## src/rtl/vga_timing_ctrl.sv

```systemverilog
// Free-running VGA raster generator: pixel strobe, H/V counters, sync/enable
// decode, per-line colour band index and a frame-origin pulse.
module vga_timing_ctrl #(
    parameter int H_VISIBLE  = 640,
    parameter int H_FP       = 16,
    parameter int H_SYNC     = 96,
    parameter int H_BP       = 48,
    parameter int V_VISIBLE  = 480,
    parameter int V_FP       = 10,
    parameter int V_SYNC     = 2,
    parameter int V_BP       = 33,
    parameter int BAND_LINES = 60
) (
    input  logic       CLK,
    input  logic       RST_N,
    output logic       PIX_EN,
    output logic [9:0] HCOUNT,
    output logic [9:0] VCOUNT,
    output logic       HSYNC,
    output logic       VSYNC,
    output logic       DE,
    output logic [2:0] BAND,
    output logic       FRAME_START
);

    localparam int H_TOTAL = H_VISIBLE + H_FP + H_SYNC + H_BP;
    localparam int V_TOTAL = V_VISIBLE + V_FP + V_SYNC + V_BP;

    localparam logic [9:0] H_LAST   = 10'(H_TOTAL - 1);
    localparam logic [9:0] H_VIS    = 10'(H_VISIBLE);
    localparam logic [9:0] HS_START = 10'(H_VISIBLE + H_FP);
    localparam logic [9:0] HS_END   = 10'(H_VISIBLE + H_FP + H_SYNC);

    localparam logic [9:0] V_LAST   = 10'(V_TOTAL - 1);
    localparam logic [9:0] V_VIS    = 10'(V_VISIBLE);
    localparam logic [9:0] VS_START = 10'(V_VISIBLE + V_FP);
    localparam logic [9:0] VS_END   = 10'(V_VISIBLE + V_FP + V_SYNC);

    localparam int              LB_W    = (BAND_LINES > 1) ? $clog2(BAND_LINES) : 1;
    localparam logic [LB_W-1:0] LB_LAST = LB_W'(BAND_LINES - 1);

    logic            r_pix_en;
    logic [9:0]      r_hcount;
    logic [9:0]      r_vcount;
    logic            r_hsync;
    logic            r_vsync;
    logic            r_de;
    logic [2:0]      r_band;
    logic            r_frame_start;
    logic [LB_W-1:0] r_line_in_band;
    logic [2:0]      r_band_cnt;

    logic            w_advance;
    logic            w_h_wrap;
    logic            w_v_wrap;
    logic [9:0]      w_hcount_nxt;
    logic [9:0]      w_vcount_nxt;
    logic [LB_W-1:0] w_lib_nxt;
    logic [2:0]      w_band_cnt_nxt;
    logic [2:0]      w_band_nxt;

    // All decoded outputs are computed from the next counter values so they
    // land on the same edge as the counters themselves.
    always_comb begin
        w_advance      = r_pix_en;
        w_h_wrap       = (r_hcount == H_LAST);
        w_v_wrap       = w_h_wrap && (r_vcount == V_LAST);
        w_hcount_nxt   = w_h_wrap ? 10'd0 : r_hcount + 10'd1;
        w_vcount_nxt   = r_vcount;
        w_lib_nxt      = r_line_in_band;
        w_band_cnt_nxt = r_band_cnt;

        if (w_v_wrap) begin
            w_vcount_nxt   = 10'd0;
            w_lib_nxt      = '0;
            w_band_cnt_nxt = 3'd0;
        end else if (w_h_wrap) begin
            w_vcount_nxt = r_vcount + 10'd1;
            if (r_line_in_band == LB_LAST) begin
                w_lib_nxt = '0;
                if (r_band_cnt != 3'd7) begin
                    w_band_cnt_nxt = r_band_cnt + 3'd1;
                end
            end else begin
                w_lib_nxt = r_line_in_band + LB_W'(1);
            end
        end

        w_band_nxt = (w_vcount_nxt < V_VIS) ? w_band_cnt_nxt : 3'd0;
    end

    always_ff @(posedge CLK or negedge RST_N) begin
        if (!RST_N) begin
            r_pix_en       <= 1'b0;
            r_hcount       <= 10'd0;
            r_vcount       <= 10'd0;
            r_hsync        <= 1'b1;
            r_vsync        <= 1'b1;
            r_de           <= 1'b1;
            r_band         <= 3'd0;
            r_frame_start  <= 1'b0;
            r_line_in_band <= '0;
            r_band_cnt     <= 3'd0;
        end else begin
            r_pix_en      <= ~r_pix_en;
            r_frame_start <= 1'b0;
            if (w_advance) begin
                r_hcount       <= w_hcount_nxt;
                r_vcount       <= w_vcount_nxt;
                r_line_in_band <= w_lib_nxt;
                r_band_cnt     <= w_band_cnt_nxt;
                r_band         <= w_band_nxt;
                r_hsync        <= !((w_hcount_nxt >= HS_START) && (w_hcount_nxt < HS_END));
                r_vsync        <= !((w_vcount_nxt >= VS_START) && (w_vcount_nxt < VS_END));
                r_de           <= (w_hcount_nxt < H_VIS) && (w_vcount_nxt < V_VIS);
                // Only a counted arrival at the origin pulses; reset's (0,0) never does.
                r_frame_start  <= (w_hcount_nxt == 10'd0) && (w_vcount_nxt == 10'd0);
            end
        end
    end

    assign PIX_EN      = r_pix_en;
    assign HCOUNT      = r_hcount;
    assign VCOUNT      = r_vcount;
    assign HSYNC       = r_hsync;
    assign VSYNC       = r_vsync;
    assign DE          = r_de;
    assign BAND        = r_band;
    assign FRAME_START = r_frame_start;

endmodule

```

## config.mk

```make
export PLATFORM = sky130hd
export DESIGN_NAME = vga_timing_ctrl
export DESIGN_NICKNAME = d
export VERILOG_FILES = /design/src/rtl/vga_timing_ctrl.sv
export SDC_FILE = /design/constraint.sdc
export NUM_CORES = 1
export LEC_CHECK = 0
export CORE_ASPECT_RATIO = 0.5
export CORE_MARGIN = 2
export CORE_UTILIZATION = 35
export DETAILED_ROUTE_END_ITERATION = 8
export GPL_ROUTABILITY_DRIVEN = 0
export PLACE_DENSITY = 0.58
export SYNTH_ARGS = -nofsm -noshare
export SYNTH_HDL_FRONTEND = slang
export SYNTH_SLANG_ARGS = --single-unit
```

## constraint.sdc

```tcl
create_clock -name CLK -period 2.3 [get_ports CLK]
set_input_delay 0.345 -clock CLK [delete_from_list [all_inputs] [get_ports CLK]]
set_output_delay 0.345 -clock CLK [all_outputs]
set_load 0.02 [all_outputs]
```

# Word-level counts from Yosys, hierarchy flattened
# Index checks and enable logic that the tools add are counted.
# totals
output_inout_bits	28
reg_bits	37
in_bits	2
# classes
eq_ne	4
add_sub_neg	4
reduce_logical	11
n_lt_le_gt_ge	6
n_bitwise	1
n_mux	12
# op_table
operator	n
10-bit two-way mux	3
10-bit by 1-bit adder with 10-bit output (second input constant)	2
10-bit == test (second input constant)	2
10-bit zero test	2
10-bit < comparator (second input constant)	2
10-bit by 9-bit < comparator with 1-bit output (second input constant)	2
6-bit two-way mux	3
3-bit two-way mux	5
10-bit >= comparator (second input constant)	1
10-bit by 9-bit >= comparator with 1-bit output (second input constant)	1
6-bit by 1-bit adder with 6-bit output (second input constant)	1
6-bit == test (second input constant)	1
1-bit logical AND	5
3-bit by 1-bit adder with 3-bit output (second input constant)	1
3-bit != test (second input constant)	1
1-bit zero test	2
2-bit AND reduction	1
2-bit nonzero test	1
1-bit two-way mux	1
1-bit NOT	1

# Logic depth before layout (Yosys ltp)
# depth
depth_word	6
mapped_depth	8
depth_no_buf	8

# Least setup slack after synthesis
# Ideal clock, no wire load.
# synth_path
path_kind	reg-to-reg
start	register r_hcount[0], in the netlist HCOUNT[0]
end	register r_frame_start, in the netlist FRAME_START
arrival_time_ns	2.521
path_stages_with_launch	8
slack_ns	-0.332
setup_ns	0.111
n_path_buf	0
cell_sequence	dfrtp_1 ha_1 nand4_4 or4_4 o31a_1 a2111oi_4 o221ai_2 a2111oi_2
# synth_via
elab_chain_len	6
word_cells_on_any_way	10
classes_between	add/sub (1); eq/ne (1); mux (4); reduce/logical (4)
# synth_rtl
item	line_no	text
start, declared	43	logic [9:0] r_hcount;
start signal, assigned	108	r_hcount <= w_hcount_nxt;
branches (longest 4 deep; another with 10-bit by 1-bit adder with 10-bit output)	-	
1-bit logical AND *	117	r_frame_start <= (w_hcount_nxt == 10'd0) && (w_vcount_nxt == 10'd0);
1-bit two-way mux *	107	if (w_advance) begin
end signal, assigned	117	
end, declared	49	logic r_frame_start;
# Mark *: on every way between the ends.
# A chain may end at the register's enable or synchronous reset.

# Final worst setup path
# layout_path
start	register r_hcount[5], in the netlist HCOUNT[5]
end	register r_frame_start, in the netlist FRAME_START
# Same word-level chain as after synthesis.

==> results by group <==
Timing
  • Hold Worst Slack: roughly 0.18 ns
  • Worst Max-Slew Pin Slew: 0.874 ns
  • Max Clock Skew: about 0.0082 ns
  • PnR worst setup slack: -0.0143 ns
  • Setup Viol. Count Final: 1
  • FMAX: between 400 and 500 MHz
  • Rel. slew slack: 0.417
  • Final min period: approximately 2.3 ns
  • Crit share post-route: 1.01
  • Slew Viols, Final: 0
  • Setup TNS: -0.0143 ns
  • RSZ-0062 raised after global routing: true
  • Final Hold Vio Count: 0

Synthesis
  • Synthesized area: around 2400 um^2
  • Register area share after synthesis: 0.390
  • Share of Yosys cell area claimed by the top area cell type: 0.357
  • Synth Register Bits: 37
  • Ys async rst share: 1.00
  • Post-synth EDFFs: 0
  • Unique cell type count in the Yosys netlist: 64
  • Synth Area per Inst: between 9 and 10 um^2
  • Ranking of synthesized cells by area: dfrtp_1, o21ai_0, nand2_1
  • Syn. warnings: 0
  • Yosys top cell by area: dfrtp_1
  • Ys flop type: dfrtp_1
  • Post-Syn Instances: between 200 and 300
  • Syn nets: around 270

Critical path
  • Setup crit start kind: register
  • Crit Path Class: reg -> reg
  • CP cell instances: or2_4 -> or4_4 -> o31a_1 -> a2111oi_4 -> o221ai_2 -> a2111oi_2
  • Crit. Startpoint: HCOUNT[5]
  • Worst-path maximum fanout: 2
  • RR Endpoint: FRAME_START
  • Critical Path AT: about 2.5 ns
  • Worst Setup End Kind: register
  • Max stage delay on crit path: approximately 0.53 ns
  • WP data required: roughly 2.5 ns
  • Reg2reg path depth: 6
  • R2R setup slack: -0.01 ns
  • Critical Path Slowest Stage Cell: or4_4
  • Worst r2r src: HCOUNT[5]

Floorplan
  • # rows: 21
  • Die area: roughly 7500 um^2
  • Die width: 121 um
  • I/O pin cnt: 30
  • Initial core utilization: 0.359
  • Height of the die: 62.4 um
  • Core area: approximately 6600 um^2

Global routing
  • Tot GR Track Use: 0.180
  • Largest net degree at the start of global routing: 38
  • First-pass GRT wire length: ~11,000 um
  • GRT Residual Overflow: 0
  • Number of global-route vias before repair: between 2k and 2.5k
  • Initial antenna violation count: 0

Placed design
  • Pre-CTS setup slack: about 0.011 ns
  • Placed Cells: 402
  • Final HPWL DP: between 4000 and 5000 um
  • Port Buffers: 29

Detailed routing
  • Met2 WL: between 2000 and 3000 um
  • Vias/cell: between 5 and 6
  • Antenna Nets Post-Route: 0
  • Number of remaining DRC errors: 0
  • WL per Instance: between 15 and 20 um
  • DRT Pass-1 Iters: 4
  • Met1 Routed Length: slightly above 3000 um
  • Uppermost layer routed: met4
  • Final wirelength: between 6000 and 7000 um
  • Met3 wire length: about 350 um
  • Drt first-iter violations: 148
  • Via count: 2,204

Cells and area
  • Filler Cells Inserted: approximately 620
  • Layout area overhead: 35.9%
  • Layout Nets: ~330
  • Layout cells sized above 1: 0.249
  • Antenna diodes: 0
  • Final Non-Filler Cells: between 400 and 500

Min path
  • Worst Hold Class: in -> async

Clock network
  • Hold buffer count at CTS: 0
  • CTS sink count: 37
  • Htree depth: 2
  • Root buf cell: clkbuf_16
  • Worst-path clk slew: around 0.060 ns
  • Max Root-Sink Buffers: 2
  • TritonCTS clock tree: done
  • Skew-Pair Late Insertion Delay: between 0.2 and 0.3 ns
  • Cts bufs inserted: 5

Pwr
  • Total power: 0.00144 W
  • Pleak: around 1.3 nW
  • Peak supply drop: roughly 0.2 mV
  • PD cells: about 440 nW/um^2

Status
  • Failing checks: negative setup slack
  • Status: complete, but fails checks

Run
  • Max cap viols: 0
[state kept, by name, indices dropped and copies added, names as in the netlist]
name	cells
HCOUNT	10
VCOUNT	10
r_line_in_band	6
BAND	3
r_band_cnt	3
DE	1
FRAME_START	1
HSYNC	1
PIX_EN	1
VSYNC	1
[repair_timing]
action	in CTS	in global routing
pin swaps	0	1
endpoints found under the setup margin	1	8
setup buffers	0	3
gates resized for setup	0	12
[metrics by stage]
step,util,area [um^2]
final,0.487,3240
after floorplan,-,2410
after global placement,0.450,2990
after CTS,0.474,3150
after detailed placement,0.450,2990
after global routing,0.487,3240
[cell families after synthesis]
group	synth area share
AOI/OAI and AO/OA	0.204
xor gates and xnor gates	0.0441
adders and majority gates	0.0357
buffers and inverters	0.0441
DFF	0.390
muxes	0.0310
and+or+nand+nor	0.251
[how the worst max path moves through the flow]
stage / slack [ns] / endpoint / cells after the start
global placement: 0.03 / FRAME_START / 6
finish: -0.01 / FRAME_START / 6
CTS: -0.004 / FRAME_START / 6
global route: -0.15 / FRAME_START / 7
detailed placement: 0.01 / FRAME_START / 6
floorplan: -0.17 / FRAME_START / 7
[layout make-up]
cell class                 count  area [um^2]  share of cell area
clock buffer                   6          129              0.0398
multi-input combinational    201         1430               0.441
inverter                       9         33.8              0.0104
tap                           92          115              0.0355
clock inverter                 2         35.0              0.0108
sequential                    37          933               0.288
timing repair buffer          66          567               0.175
[synthesized netlist by cell type, types with 3 or more instances]
library cell   n
a21oi_1        7
nand3_1       11
and3_1         6
o2bb2ai_1      4
nand2_1       27
a31oi_1        6
dfrtp_1       34
mux2i_1        4
buf_2          3
xnor2_1       10
dfstp_2        3
inv_1          9
clkbuf_1      11
mux2_2         3
or2_2          3
a21o_1         3
o21ai_0       22
nor2_1        16
nand4_1        4
nor4_1         3
nand2b_1       3
nor3_1        13
ha_1           6
[where the power goes]
part | internal, W | switching [W] | total [W]
clock network | 0.000510 | 0.000262 | 0.000772
registers | 0.000651 | 0 | 0.000651
logic | 0.000000614 | 0.0000130 | 0.0000136
total | 0.00116 | 0.000275 | 0.00144
[worst max-delay path: cells and delay by family, from the launching register on]
kind             cells  cell delay, ns
AO/OA/AOI/OAI        4            1.05
AND/OR/NAND/NOR      2            0.78
flip-flops           1            0.38
[cell usage in the layout (no fill, tap or decap), types with 3 or more instances in the layout]
cell type        count
a21o_1               3
a21oi_1              6
a31oi_1              6
and3_1               6
buf_4               36
clkbuf_16            5
clkdlybuf4s50_1     28
dfrtp_1             31
dfrtp_2              3
dfstp_2              3
ha_1                 5
inv_1                9
mux2_2               3
mux2i_1              4
nand2_1             25
nand2_2              3
nand3_1             11
nand4_1              4
nor2_1              15
nor3_1              12
nor4_1               3
o21ai_0             22
o2bb2ai_1            4
or2_2                3
xnor2_1             10
[per-layer routing]
layer / track usage / vias up
li1: - / 1078
met3: 0.0392 / 4
met2: 0.278 / 54
met5: 0 / -
met1: 0.257 / 1068
met4: 0.0480 / 0
No activity file was read; power rests on OpenSTA's default activity.
